### src/rtl/multicycle_pkg.sv
// Shared types and encodings for the multi-cycle MIPS control FSM.
// Keeps the single-cycle decoder's ALUOP, size and jump code values.
package multicycle_pkg;

    typedef enum logic [3:0] {
        ST_FETCH    = 4'd0,
        ST_DECODE   = 4'd1,
        ST_EXEC_R   = 4'd2,
        ST_WB_R     = 4'd3,
        ST_EXEC_I   = 4'd4,
        ST_WB_I     = 4'd5,
        ST_MEM_ADDR = 4'd6,
        ST_MEM_RD   = 4'd7,
        ST_WB_MEM   = 4'd8,
        ST_MEM_WR   = 4'd9,
        ST_BRANCH   = 4'd10,
        ST_JUMP     = 4'd11,
        ST_TRAP     = 4'd12
    } state_t;

    typedef enum logic [2:0] {
        CLS_R, CLS_BRANCH, CLS_J, CLS_JAL, CLS_IMM, CLS_LOAD, CLS_STORE, CLS_ILLEGAL
    } op_class_t;

    localparam int OP_RTYPE = 0;
    localparam int OP_BLTZ  = 1;
    localparam int OP_J     = 2;
    localparam int OP_JAL   = 3;
    localparam int OP_BEQ   = 4;
    localparam int OP_BNE   = 5;
    localparam int OP_ADDI  = 8;
    localparam int OP_SLTI  = 10;
    localparam int OP_ANDI  = 12;
    localparam int OP_ORI   = 13;
    localparam int OP_XORI  = 14;
    localparam int OP_LB    = 32;
    localparam int OP_LH    = 33;
    localparam int OP_LW    = 35;
    localparam int OP_SB    = 40;
    localparam int OP_SH    = 41;
    localparam int OP_SW    = 43;

    localparam logic [1:0] SIZE_NONE = 2'd0;
    localparam logic [1:0] SIZE_BYTE = 2'd1;
    localparam logic [1:0] SIZE_HALF = 2'd2;
    localparam logic [1:0] SIZE_WORD = 2'd3;

    localparam logic [1:0] SRCB_RT    = 2'd0;
    localparam logic [1:0] SRCB_FOUR  = 2'd1;
    localparam logic [1:0] SRCB_SEXT  = 2'd2;
    localparam logic [1:0] SRCB_SHIFT = 2'd3;

    localparam logic [1:0] PCSRC_ALU    = 2'd0;
    localparam logic [1:0] PCSRC_ALUOUT = 2'd1;
    localparam logic [1:0] PCSRC_JUMP   = 2'd2;

    localparam logic [1:0] JMP_NONE  = 2'd0;
    localparam logic [1:0] JMP_JAL   = 2'd1;
    localparam logic [1:0] JMP_RTYPE = 2'd2;
    localparam logic [1:0] JMP_J     = 2'd3;

endpackage

### src/rtl/opcode_class_decode.sv
// opcode_class_decode: opcode -> instruction class and memory access size code.
// Latency: combinational, 0 cycles.
// Backpressure: none; pure decode.
module opcode_class_decode
    import multicycle_pkg::*;
#(
    parameter int OPCODE_W = 6
) (
    input  logic [OPCODE_W-1:0] opcode,
    output op_class_t           op_class,
    output logic [1:0]          size_code
);

    always_comb begin
        op_class  = CLS_ILLEGAL;
        size_code = SIZE_NONE;
        case (opcode)
            OPCODE_W'(OP_RTYPE):                                    op_class = CLS_R;
            OPCODE_W'(OP_BLTZ), OPCODE_W'(OP_BEQ), OPCODE_W'(OP_BNE): op_class = CLS_BRANCH;
            OPCODE_W'(OP_J):                                        op_class = CLS_J;
            OPCODE_W'(OP_JAL):                                      op_class = CLS_JAL;
            OPCODE_W'(OP_ADDI), OPCODE_W'(OP_SLTI), OPCODE_W'(OP_ANDI),
            OPCODE_W'(OP_ORI), OPCODE_W'(OP_XORI):                  op_class = CLS_IMM;
            OPCODE_W'(OP_LB): begin op_class = CLS_LOAD;  size_code = SIZE_BYTE; end
            OPCODE_W'(OP_LH): begin op_class = CLS_LOAD;  size_code = SIZE_HALF; end
            OPCODE_W'(OP_LW): begin op_class = CLS_LOAD;  size_code = SIZE_WORD; end
            OPCODE_W'(OP_SB): begin op_class = CLS_STORE; size_code = SIZE_BYTE; end
            OPCODE_W'(OP_SH): begin op_class = CLS_STORE; size_code = SIZE_HALF; end
            OPCODE_W'(OP_SW): begin op_class = CLS_STORE; size_code = SIZE_WORD; end
            default: ;
        endcase
    end

endmodule

### src/rtl/multicycle_control.sv
// multicycle_control: MIPS multi-cycle sequencer, Moore control outputs from registered state + opcode.
// Latency: R/IMM 4, LOAD 5, STORE 4, BRANCH/J/JAL 3 cycles, plus 1 per memory wait cycle.
// Backpressure: mem_ready stretches FETCH/MEM_RD/MEM_WR; stall freezes state and masks all write strobes.
// Build option MULTICYCLE_ILLEGAL_TRAP_EN: illegal opcodes park in TRAP instead of retiring as NOPs.
module multicycle_control
    import multicycle_pkg::*;
#(
    parameter int OPCODE_W = 6,
    parameter int ALUOP_W  = 7,
    parameter int CNT_W    = 32
) (
    input  logic                clk,
    input  logic                reset_n,
    input  logic [OPCODE_W-1:0] opcode,
    input  logic                mem_ready,
    input  logic                stall,
    output logic                ir_write,
    output logic                pc_write,
    output logic                pc_write_cond,
    output logic                i_or_d,
    output logic                reg_write,
    output logic                reg_dst,
    output logic                mem_to_reg,
    output logic                alu_src_a,
    output logic [1:0]          alu_src_b,
    output logic [ALUOP_W-1:0]  alu_op,
    output logic [1:0]          pc_source,
    output logic [1:0]          jump,
    output logic [1:0]          mem_read,
    output logic [1:0]          mem_write,
    output logic                illegal_op,
    output logic [CNT_W-1:0]    retired,
    output logic [3:0]          state
);

    state_t             state_q, state_d;
    op_class_t          op_class;
    logic [1:0]         size_code;
    logic               retire;
    logic [CNT_W-1:0]   retired_q;
    logic [ALUOP_W-1:0] alu_op_imm;

    opcode_class_decode #(.OPCODE_W(OPCODE_W)) u_decode (
        .opcode    (opcode),
        .op_class  (op_class),
        .size_code (size_code)
    );

    assign alu_op_imm = ALUOP_W'({1'b1, opcode});

    always_ff @(posedge clk or negedge reset_n) begin
        if (!reset_n) begin
            state_q   <= ST_FETCH;
            retired_q <= '0;
        end else begin
            state_q <= state_d;
            if (retire) retired_q <= retired_q + CNT_W'(1);
        end
    end

    always_comb begin
        state_d       = state_q;
        retire        = 1'b0;
        ir_write      = 1'b0;
        pc_write      = 1'b0;
        pc_write_cond = 1'b0;
        i_or_d        = 1'b0;
        reg_write     = 1'b0;
        reg_dst       = 1'b0;
        mem_to_reg    = 1'b0;
        alu_src_a     = 1'b0;
        alu_src_b     = SRCB_RT;
        alu_op        = '0;
        pc_source     = PCSRC_ALU;
        jump          = JMP_NONE;
        mem_read      = SIZE_NONE;
        mem_write     = SIZE_NONE;
        case (state_q)
            ST_FETCH: begin
                mem_read  = SIZE_WORD;
                alu_src_b = SRCB_FOUR;
                if (mem_ready) begin
                    ir_write = 1'b1;
                    pc_write = 1'b1;
                    state_d  = ST_DECODE;
                end
            end
            ST_DECODE: begin
                alu_src_b = SRCB_SHIFT;
                case (op_class)
                    CLS_R:                state_d = ST_EXEC_R;
                    CLS_IMM:              state_d = ST_EXEC_I;
                    CLS_LOAD, CLS_STORE:  state_d = ST_MEM_ADDR;
                    CLS_BRANCH:           state_d = ST_BRANCH;
                    CLS_J, CLS_JAL:       state_d = ST_JUMP;
                    default: begin
`ifdef MULTICYCLE_ILLEGAL_TRAP_EN
                        state_d = ST_TRAP;
`else
                        state_d = ST_FETCH;
                        retire  = 1'b1;
`endif
                    end
                endcase
            end
            ST_EXEC_R: begin
                alu_src_a = 1'b1;
                jump      = JMP_RTYPE;
                state_d   = ST_WB_R;
            end
            ST_WB_R: begin
                reg_write = 1'b1;
                reg_dst   = 1'b1;
                jump      = JMP_RTYPE;
                state_d   = ST_FETCH;
                retire    = 1'b1;
            end
            ST_EXEC_I: begin
                alu_src_a = 1'b1;
                alu_src_b = SRCB_SEXT;
                alu_op    = alu_op_imm;
                state_d   = ST_WB_I;
            end
            ST_WB_I: begin
                reg_write = 1'b1;
                state_d   = ST_FETCH;
                retire    = 1'b1;
            end
            ST_MEM_ADDR: begin
                alu_src_b = SRCB_SEXT;
                alu_op    = alu_op_imm;
                state_d   = (op_class == CLS_STORE) ? ST_MEM_WR : ST_MEM_RD;
            end
            ST_MEM_RD: begin
                i_or_d   = 1'b1;
                mem_read = size_code;
                if (mem_ready) state_d = ST_WB_MEM;
            end
            ST_WB_MEM: begin
                reg_write  = 1'b1;
                mem_to_reg = 1'b1;
                state_d    = ST_FETCH;
                retire     = 1'b1;
            end
            ST_MEM_WR: begin
                i_or_d    = 1'b1;
                mem_write = size_code;
                if (mem_ready) begin
                    state_d = ST_FETCH;
                    retire  = 1'b1;
                end
            end
            ST_BRANCH: begin
                pc_write_cond = 1'b1;
                pc_source     = PCSRC_ALUOUT;
                alu_op        = alu_op_imm;
                state_d       = ST_FETCH;
                retire        = 1'b1;
            end
            ST_JUMP: begin
                pc_write  = 1'b1;
                pc_source = PCSRC_JUMP;
                if (op_class == CLS_JAL) begin
                    jump      = JMP_JAL;
                    reg_write = 1'b1;
                end else begin
                    jump = JMP_J;
                end
                state_d = ST_FETCH;
                retire  = 1'b1;
            end
            ST_TRAP: ;
            default: state_d = ST_FETCH;
        endcase
        // stall outranks everything, including a mem_ready that arrives during it
        if (stall) begin
            state_d       = state_q;
            retire        = 1'b0;
            ir_write      = 1'b0;
            pc_write      = 1'b0;
            pc_write_cond = 1'b0;
            reg_write     = 1'b0;
            mem_write     = SIZE_NONE;
        end
    end

`ifdef MULTICYCLE_ILLEGAL_TRAP_EN
    logic illegal_q;
    always_ff @(posedge clk or negedge reset_n) begin
        if (!reset_n)                  illegal_q <= 1'b0;
        else if (state_d == ST_TRAP)   illegal_q <= 1'b1;
    end
    assign illegal_op = illegal_q;
`else
    assign illegal_op = 1'b0;
`endif

    assign retired = retired_q;
    assign state   = state_q;

endmodule

### config.mk
export PLATFORM = sky130hd
export DESIGN_NAME = multicycle_control
export DESIGN_NICKNAME = d
export VERILOG_FILES = /design/src/rtl/multicycle_pkg.sv /design/src/rtl/opcode_class_decode.sv /design/src/rtl/multicycle_control.sv
export SDC_FILE = /design/constraint.sdc
export NUM_CORES = 1
export LEC_CHECK = 0
export BUFFER_PORTS_ARGS = -buffer_cell sky130_fd_sc_hd__buf_4
export CAP_MARGIN = 30
export CORE_UTILIZATION = 52
export DETAILED_ROUTE_END_ITERATION = 12
export PLACE_DENSITY_LB_ADDON = 0.08
export SLEW_MARGIN = 20
export SYNTH_ARGS = -nofsm -noshare
export SYNTH_HDL_FRONTEND = slang
export SYNTH_HIERARCHICAL = 1
export SYNTH_SLANG_ARGS = --single-unit
### constraint.sdc
create_clock -name clk -period 2.25 [get_ports clk]
set_clock_uncertainty 0.15 [all_clocks]
set_input_delay 0.225 -clock clk [delete_from_list [all_inputs] [get_ports clk]]
set_output_delay 0.225 -clock clk [all_outputs]
set_load 0.05 [all_outputs]
# Yosys cells after proc, flatten, opt, wreduce, memory -nomap -nowiden
# Cells that the tools add are included.
[totals]
out_inout_bits = 62
reg_bits = 36
inputBits = 10
elab_cells = 96
[op_classes]
bitwise = 2
muxes = 33
n_addsub = 1
n_eq_ne = 37
n_reduce_logical = 21
[ops]
columns = ["op", "count"]
rows = [
  ["equality test 6 bit (second input constant)", 6],
  ["adder 32 x 1 -> 32 bit (second input constant)", 1],
  ["one-hot mux 4 bit (8 select lines)", 1],
  ["equality test 6 x 4 -> 1 bit (second input constant)", 5],
  ["one-hot mux 3 bit (7 select lines)", 1],
  ["equality test 4 bit (second input constant)", 5],
  ["one-hot mux 4 bit (5 select lines)", 1],
  ["OR reduction 2 bit", 9],
  ["equality test 4 x 3 -> 1 bit (second input constant)", 4],
  ["two-way mux 4 bit", 4],
  ["OR reduction 3 bit", 5],
  ["two-way mux 1 bit", 14],
  ["equality test 6 x 2 -> 1 bit (second input constant)", 2],
  ["equality test 6 x 3 -> 1 bit (second input constant)", 2],
  ["one-hot mux 2 bit (2 select lines)", 3],
  ["one-hot mux 2 bit (3 select lines)", 2],
  ["OR reduction 5 bit", 2],
  ["equality test 3 bit (second input constant)", 3],
  ["equality test 4 x 2 -> 1 bit (second input constant)", 2],
  ["two-way mux 7 bit", 1],
  ["OR reduction 7 bit", 1],
  ["equality test 3 x 2 -> 1 bit (second input constant)", 2],
  ["equality test 6 x 1 -> 1 bit (second input constant)", 1],
  ["zero test 6 bit", 1],
  ["other kinds (10)", 16],
]

# Logic depth before layout (Yosys ltp)
# Gate-level depths: netlist of run 1.
[depth]
ltp_word = 8
mapped_depth = 9
depth_no_buf = 8

# By module
# Netlist of run 1, hierarchy kept.
[by_module_without_submodules]
columns = ["module", "cells_each", "n_inst", "area_each_um2"]
rows = [
  ["multicycle_control", 247, 1, 2249.7],
  ["opcode_class_decode", 16, 1, 127.6],
]

# Least setup slack after synthesis of run 1
# Ideal clock, no wire load.
[synth_timing]
path_type = "register to output"
start = "register state_q[1] (netlist: state[1])"
end = "output port reg_write"
stages_incl_launch_ff = 7
arrival_ns = 2.883
setup_slack_ns = -1.008
path_buffers = 2
path_cell_list = "dfrtp_1 > buf_2 > buf_1 > nand2_1 > nor2_1 > a21oi_1 > nor2_1"
[synth_between]
elab_chain_len = 4
[synth_lines]
columns = ["item", "line_no", "text"]
rows = [
  ["from (decl)", "multicycle_control.sv:36", "state_t state_q, state_d;"],
  ["from (signal assigned)", "multicycle_control.sv:56", "state_q <= state_d;"],
  ["equality test 4 bit, or another cell as far along", "multicycle_control.sv:78", "case (state_q)"],
  ["OR reduction 3 bit (no source line)", "--", ""],
  ["one-hot mux 1 bit (2 select lines) (*)", "multicycle_control.sv:78", ""],
  ["two-way mux 1 bit (*)", "multicycle_control.sv:176", "if (stall) begin"],
  ["to (decl)", "multicycle_control.sv:21", "output logic reg_write,"],
]
# Mark *: on every way between the ends. The rest lies on a longest branch, timed or not.

# Worst setup path in the final report of run 1
[layout_timing]
start = "register state_q[2] (netlist: state[2])"
end = "output port mem_read[0]"
[layout_between]
elab_chain_len = 2
[layout_lines]
columns = ["item", "line_no", "text"]
rows = [
  ["equality test 4 x 3 -> 1 bit / zero test 4 bit (equally long branches)", "multicycle_control.sv:78", ""],
  ["one-hot mux 2 bit (2 select lines) (*)", "multicycle_control.sv:78", ""],
  ["to (decl)", "multicycle_control.sv:29", "output logic [1:0] mem_read,"],
]
# Marks and branches as above.

==> flow_metrics.tcl, run 1 <==
set metrics [dict create \
    status "finished, final reports clean" \
    synth_nets 274 \
    p_leak_nw 1.55 \
    yosysSeqAreaShare_pct 37.9 \
    post_dp_cell_area_sq_um 3160 \
    cts_sinks 36 \
    core_area_sq_um 4380 \
    dp_hpwl_um 4360 \
    hold_path_class "input port to register" \
    std_cell_rows 24 \
    critical_path.max_fanout 11 \
    netlist_area_sq_um 2380 \
    swShare_pct 51.5 \
    track_usage_pct 25.1 \
    grt_pass1_vias 2092 \
    syn_avg_cell_area_sq_um 9.04 \
    port-buffer-count 70 \
    ys_async_sr_fraction_pct 100 \
    max_stage_delay_ns 0.45 \
    grt_pass1_wl_um 9810 \
    cp.required_ns 1.88 \
    synth-seq-cells 36 \
    power_w 0.00361 \
    drive_above_1_share_pct 37.7 \
    yosys_warnings 6 \
    vias 2279 \
    crit_type "register to output port" \
    yosys.area.top_type "dfrtp_1" \
    max_cap_viol_count 0 \
    p_switching_w 0.00186 \
    p_clk_share_pct 13.3 \
    crit_chain "buf_4 -> or3_1 -> buf_4 -> a21oi_4 -> buf_4" \
    critPathArrivalTime_ns 1.79 \
    cts_buffers 5 \
    synth_edf_count 0 \
    drtIter0Drc 170 \
    die_w_um 69.6 \
    cell_internal_pwr_w 0.00175 \
    crit_path_top_delay_cell "dfrtp_2" \
    htree_levels 2 \
    cpMostUsedCell "buf_4" \
    start_util_pct 54.2 \
    dieArea_sq_um 4850 \
    synthDistinctLibCells 57 \
    clk_pin_slew_ns 0.07 \
    power_density_nw_per_um2 1090 \
    die_height_um 69.6 \
    tritoncts "yes" \
    endpoint_kind "output port" \
    max-vdd-ir-drop_v 0.000937 \
    setup_viol 0 \
    fillCellCount 353 \
    fin_util_pct 75.2 \
    detail-route-antenna-nets 0 \
    route.detailed.drc 0 \
    io_pins 72 \
    viasPerCell 5.63 \
    fin_nets 363 \
    clock_path_buffers 2 \
    synth_top_area_share_pct 37.9 \
    syn2layout_area_growth_pct 38.7 \
    fmax_mhz 463 \
    num_antenna_cells 0 \
    wl_per_cell_um 14.6 \
    antenna_found_initial 0 \
    cp_num_buf_inv 3 \
    crit_family "buffers and inverters" \
    root_buffer "clkbuf_8" \
    p_comb_share_pct 62.9 \
    grt-ovfl-total 0 \
    dr.pass1.iters 4 \
    final_max_slew_viol_count 0 \
    final_area_sq_um 3300 \
    synth_top_cells_by_area "dfrtp_1 (38%), xor2_1 (6.3%), xnor2_1 (5.9%)" \
    synthFlopType "dfrtp_1" \
    rsz0062_at_grt "yes" \
    min_period_over_period_pct 96.0 \
    start_kind "register" \
    min_period_ns 2.16 \
    pwr-share-seq_pct 23.8 \
    insertion_delay_ns 0.28 \
    gp_congestion 0.867 \
    synthCells 263 \
    hold_viol_final 0 \
    grt_max_degree 37 \
    routed_wl_um 5890 \
]
-- worst paths after layout --
path                                          from                      end  slack (ns)  cells after the start
max reg2reg                   state[3]$_DFFE_PN0P_  retired[11]$_DFFE_PN0P_        0.12                      5
max                           state[2]$_DFFE_PN0P_              mem_read[0]        0.09                      5
min in group asynchronous                  reset_n  retired[30]$_DFFE_PN0P_        0.29                      2
min reg2reg                retired[31]$_DFFE_PN0P_  retired[31]$_DFFE_PN0P_        0.33                      1
max in group asynchronous                  reset_n     state[2]$_DFFE_PN0P_        1.31                      2
min                                          stall     state[1]$_DFFE_PN0P_        0.21                      3
-- cell families (layout without fill, tap and decap cells) --
| kind of cell | Yosys count | count (layout) | share of synthesized area, % |
|---|---|---|---|
| other | 1 | 1 | 0.158 |
| AOI/OAI and AO/OA | 37 | 37 | 12.8 |
| buffers and inverters | 24 | 114 | 5.26 |
| muxes | 2 | 2 | 0.842 |
| DFF | 36 | 36 | 37.9 |
| and+or+nand+nor | 129 | 129 | 30.3 |
| adders and majority gates | 1 | 1 | 0.526 |
| xor gates and xnor gates | 33 | 33 | 12.2 |
-- state kept, by name (all words and copies together) (netlist names) --
name / count
retired: 32
state: 4
-- routing by layer --
| layer | GRT usage (%) | vias to the layer above | wire, um |
|---|---|---|---|
| li1 | - | 1101 | - |
| met1 | 33.4 | 1093 | 2530 |
| met2 | 41.3 | 75 | 2950 |
| met3 | 5.81 | 10 | 347 |
| met4 | 6.67 | 0 | 68 |
| met5 | 0 | - | 0 |
-- per-stage QoR --
step / hold slack (ns) / setup TNS, ns / setup WS, ns / instances
after global routing: 0.239 / -0.0281 / -0.0125 / 405
after detailed placement: 0.0580 / -2.30 / -0.175 / 394
after global placement: 0.0589 / -0.562 / -0.0694 / 394
after floorplan: -0.221 / -2.93 / -0.326 / 263
after CTS: 0.207 / 0 / 0.0249 / 403
final: 0.212 / 0 / 0.0892 / 405
-- worst reg2reg max path, cell delays in order, from the launching register on --
cell and delay [ns]:
dfrtp_2 0.45, or2_4 0.30, o32ai_4 0.37, o21bai_4 0.22
nor4_4 0.36, xnor2_1 0.18
-- power groups by stage --
stage	registers, W	clock network (W)	logic, W
3_5_place_dp	0.000870	0	0.00223
6_report	0.000858	0.000480	0.00227
5_1_grt	0.000876	0.000519	0.00240
4_1_cts	0.000859	0.000489	0.00224
3_3_place_gp	0.000867	0	0.00221
2_1_floorplan	0.00111	0	0.00139
-- synthesized netlist by cell type (4+ instances only) --
cell type and n:
dfrtp_1 36, nor2_1 31, nand2_1 20, xor2_1 17
xnor2_1 16, nand4_1 13, nor3_1 12, inv_1 10
nand3_1 9, a21oi_1 8, nand2b_1 8, and2_1 6
clkbuf_1 5, nor3_2 4, o21ai_0 4
-- layout by cell type (no fill, tap or decap), types with 3 or more instances in the layout --
master,count
buf_4,95
dfrtp_1,33
nor2_1,29
nand2_1,20
xor2_1,17
xnor2_1,16
nand4_1,13
inv_1,10
nand3_1,9
nor3_2,8
nand2b_1,8
nor3_1,7
and2_1,6
clkbuf_8,6
a21oi_1,4
nand3b_1,3
a21oi_4,3
a31oi_1,3
o21ai_0,3
o31ai_1,3
nor4_1,3
dfrtp_2,3
-- final cells by class --
class                           count  area, sq um  share of cell area, %
Timing Repair Buffer               96          723                   21.9
Multi-Input combinational cell    203         1470                   44.7
Clock buffer                        7         86.3                   2.62
Sequential cell                    36          905                   27.4
Clock inverter                      1         7.51                  0.228
Tap cell                           52         65.1                   1.97
Inverter                           10         37.5                   1.14
-- repair_timing --
item / in CTS / in global routing
hold buffers: 1 / 0
endpoints found under the hold margin: 36 / 0
setup endpoints to repair: 0 / 11
resized for setup: 0 / 4
buffers inserted: 0 / 2
Power figures use the tool's default switching activity.
==> run 2: changes to the inputs <==
--- a/config.mk
+++ b/config.mk
@@ -11,4 +11,5 @@
 export DETAILED_ROUTE_END_ITERATION = 12
 export PLACE_DENSITY_LB_ADDON = 0.08
+export REMOVE_ABC_BUFFERS = 1
 export SLEW_MARGIN = 20
 export SYNTH_ARGS = -nofsm -noshare
==> constraint.sdc (replaced) <==
create_clock -name clk -period 2.25 [get_ports clk]
set_clock_uncertainty 0.15 [all_clocks]
set_input_delay 0 -clock clk [delete_from_list [all_inputs] [get_ports clk]]
set_output_delay 0 -clock clk [all_outputs]
set_load 0.05 [all_outputs]
==> run 2 against run 1 <==
Compared with the run above:
- non-clock buffer count fell by 6
- largest cell class unchanged
- fmax rose by 2.0%
- cell area fell by 3.4%
- register-to-register slack hardly changed
==> flow_metrics.tcl, run 2 (synthesis results as in run 1) <==
set metrics [dict create \
    status "finished, final reports clean" \
    grt-ovfl-total 0 \
    fin_ws_ns 0.132 \
    max_cap_viol_count 0 \
    start_kind "register" \
    die_w_um 69.6 \
    detail-route-antenna-nets 0 \
    grt_max_degree 37 \
    final_max_slew_viol_count 0 \
    stdcell_count 399 \
    htree_levels 2 \
    wl_per_cell_um 14.6 \
    drive_above_1_share_pct 32.6 \
    largest_reg_flops 32 \
    grt_pass1_wl_um 9870 \
    crit_chain "or2_4 -> o32ai_4 -> o21bai_4 -> nor4_2 -> xor2_1" \
    critPathArrivalTime_ns 2.18 \
    critical_path.max_fanout 16 \
    crit_path_top_delay_cell "dfrtp_1" \
    max-vdd-ir-drop_v 0.000889 \
    hold_ws_ns 0.0830 \
    setup_tns_ns 0 \
    hold_viol_final 0 \
    track_usage_pct 25.3 \
    dp_cells 388 \
    hold_path_class "input port to async pin" \
    cts_sinks 36 \
    gp_congestion 0.862 \
    min_period_over_period_pct 94.1 \
    root_buffer "clkbuf_8" \
    dr.pass1.iters 4 \
    cts_buffers 5 \
    post_dp_cell_area_sq_um 3010 \
    dp_hpwl_um 4230 \
    fin_nets 357 \
    pre_cts_ws_ns 0.0428 \
    clock_path_buffers 2 \
    fmax_mhz 472 \
    num_antenna_cells 0 \
    antenna_found_initial 0 \
    routed_wl_um 5810 \
    insertion_delay_ns 0.29 \
    core_area_sq_um 4380 \
    die_height_um 69.6 \
    setup_viol 0 \
    endpoint_kind "register" \
    final_area_sq_um 3190 \
    vias 2248 \
    grt_pass1_vias 2158 \
    io_pins 72 \
    min_period_ns 2.12 \
    tritoncts "yes" \
    viasPerCell 5.63 \
    final_cell_mix "buf_4 (87), dfrtp_1 (35), nor2_1 (31), nand2_1 (20), xor2_1 (17)" \
    rsz0062_at_grt "yes" \
    syn2layout_area_growth_pct 34.1 \
    crit_type "register to register" \
    max_stage_delay_ns 0.47 \
    route.detailed.drc 0 \
    port-buffer-count 70 \
    power_density_nw_per_um2 1120 \
    drtIter0Drc 132 \
    cp.required_ns 2.31 \
    dieArea_sq_um 4850 \
    start_util_pct 54.2 \
    p_leak_nw 1.50 \
    clk_pin_slew_ns 0.07 \
    final_common_cell "buf_4" \
    std_cell_rows 24 \
]
run 2: cell types whose count changed in the layout (fill, tap and decap cells not counted), moves of 2 or more:
cell	delta
nor2_4	-2
nor4b_4	-2
dfrtp_2	-2
nor3_1	+5
dlygate4sd3_1	+2
buf_4	-8
nor4b_1	+2
a21oi_4	-3
dfrtp_1	+2
nor2_1	+2
nor3_2	-4
a21oi_1	+3
run 2: metrics by stage:
step,power (W),utilization (%)
6_report,0.00358,72.7
5_1_grt,0.00376,72.7
4_1_cts,0.00355,72.2
3_5_place_dp,0.00292,68.6
3_3_place_gp,0.00291,68.6
2_1_floorplan,0.00229,-
run 2: power breakdown:
group	switching, W	total, W	internal, W
Clock	0.000226	0.000616	0.000391
Sequential	0.000128	0.000857	0.000730
Combinational	0.00143	0.00210	0.000671
Total	0.00179	0.00358	0.00179
run 2: routing by layer:
layer / global-route usage, % / vias up / wire (um) / share of wire, %
met5: 0 / - / 0 / 0
met4: 10.0 / 0 / 97 / 1.7
met3: 5.67 / 10 / 323 / 5.6
met2: 41.2 / 89 / 2770 / 48
met1: 32.7 / 1059 / 2620 / 45
li1: - / 1090 / - / -
run 2: final timing paths:
kind	to	slack, ns	from	cells after the start
max in group asynchronous	state[0]$_DFFE_PN0P_	1.51	reset_n	2
worst max-delay path	retired[20]$_DFFE_PN0P_	0.13	state[3]$_DFFE_PN0P_	5
worst max register to register	retired[20]$_DFFE_PN0P_	0.13	state[3]$_DFFE_PN0P_	5
min in group clk	state[0]$_DFFE_PN0P_	0.23	opcode[4]	5
worst min-delay path	retired[3]$_DFFE_PN0P_	0.08	reset_n	2
worst min register to register	retired[31]$_DFFE_PN0P_	0.33	retired[31]$_DFFE_PN0P_	1
run 2: critical path, delay by kind of cell, from the launching register on:
| family | cells | cell delay [ns] |
|---|---|---|
| compound gates | 2 | 0.59 |
| flops | 1 | 0.47 |
| xor+xnor | 1 | 0.17 |
| simple gates | 2 | 0.66 |
run 2: layout make-up:
| class | instances | area (sq um) |
|---|---|---|
| flip-flops and latches | 36 | 902 |
| fillers | 359 | 1200 |
| multi-input cells | 203 | 1370 |
| clock buffers | 7 | 96.3 |
| clock inverters | 1 | 30.0 |
| well taps | 52 | 65.1 |
| repair buffers | 90 | 683 |
| inverters | 10 | 37.5 |
run 2: what timing repair did:
item | 4_1_cts | 5_1_grt
hold endpoints to repair | 37 | 0
setup buffers | 0 | 0
gates resized for setup | 0 | 4
hold buffers | 3 | 0
setup endpoints to repair | 0 | 8
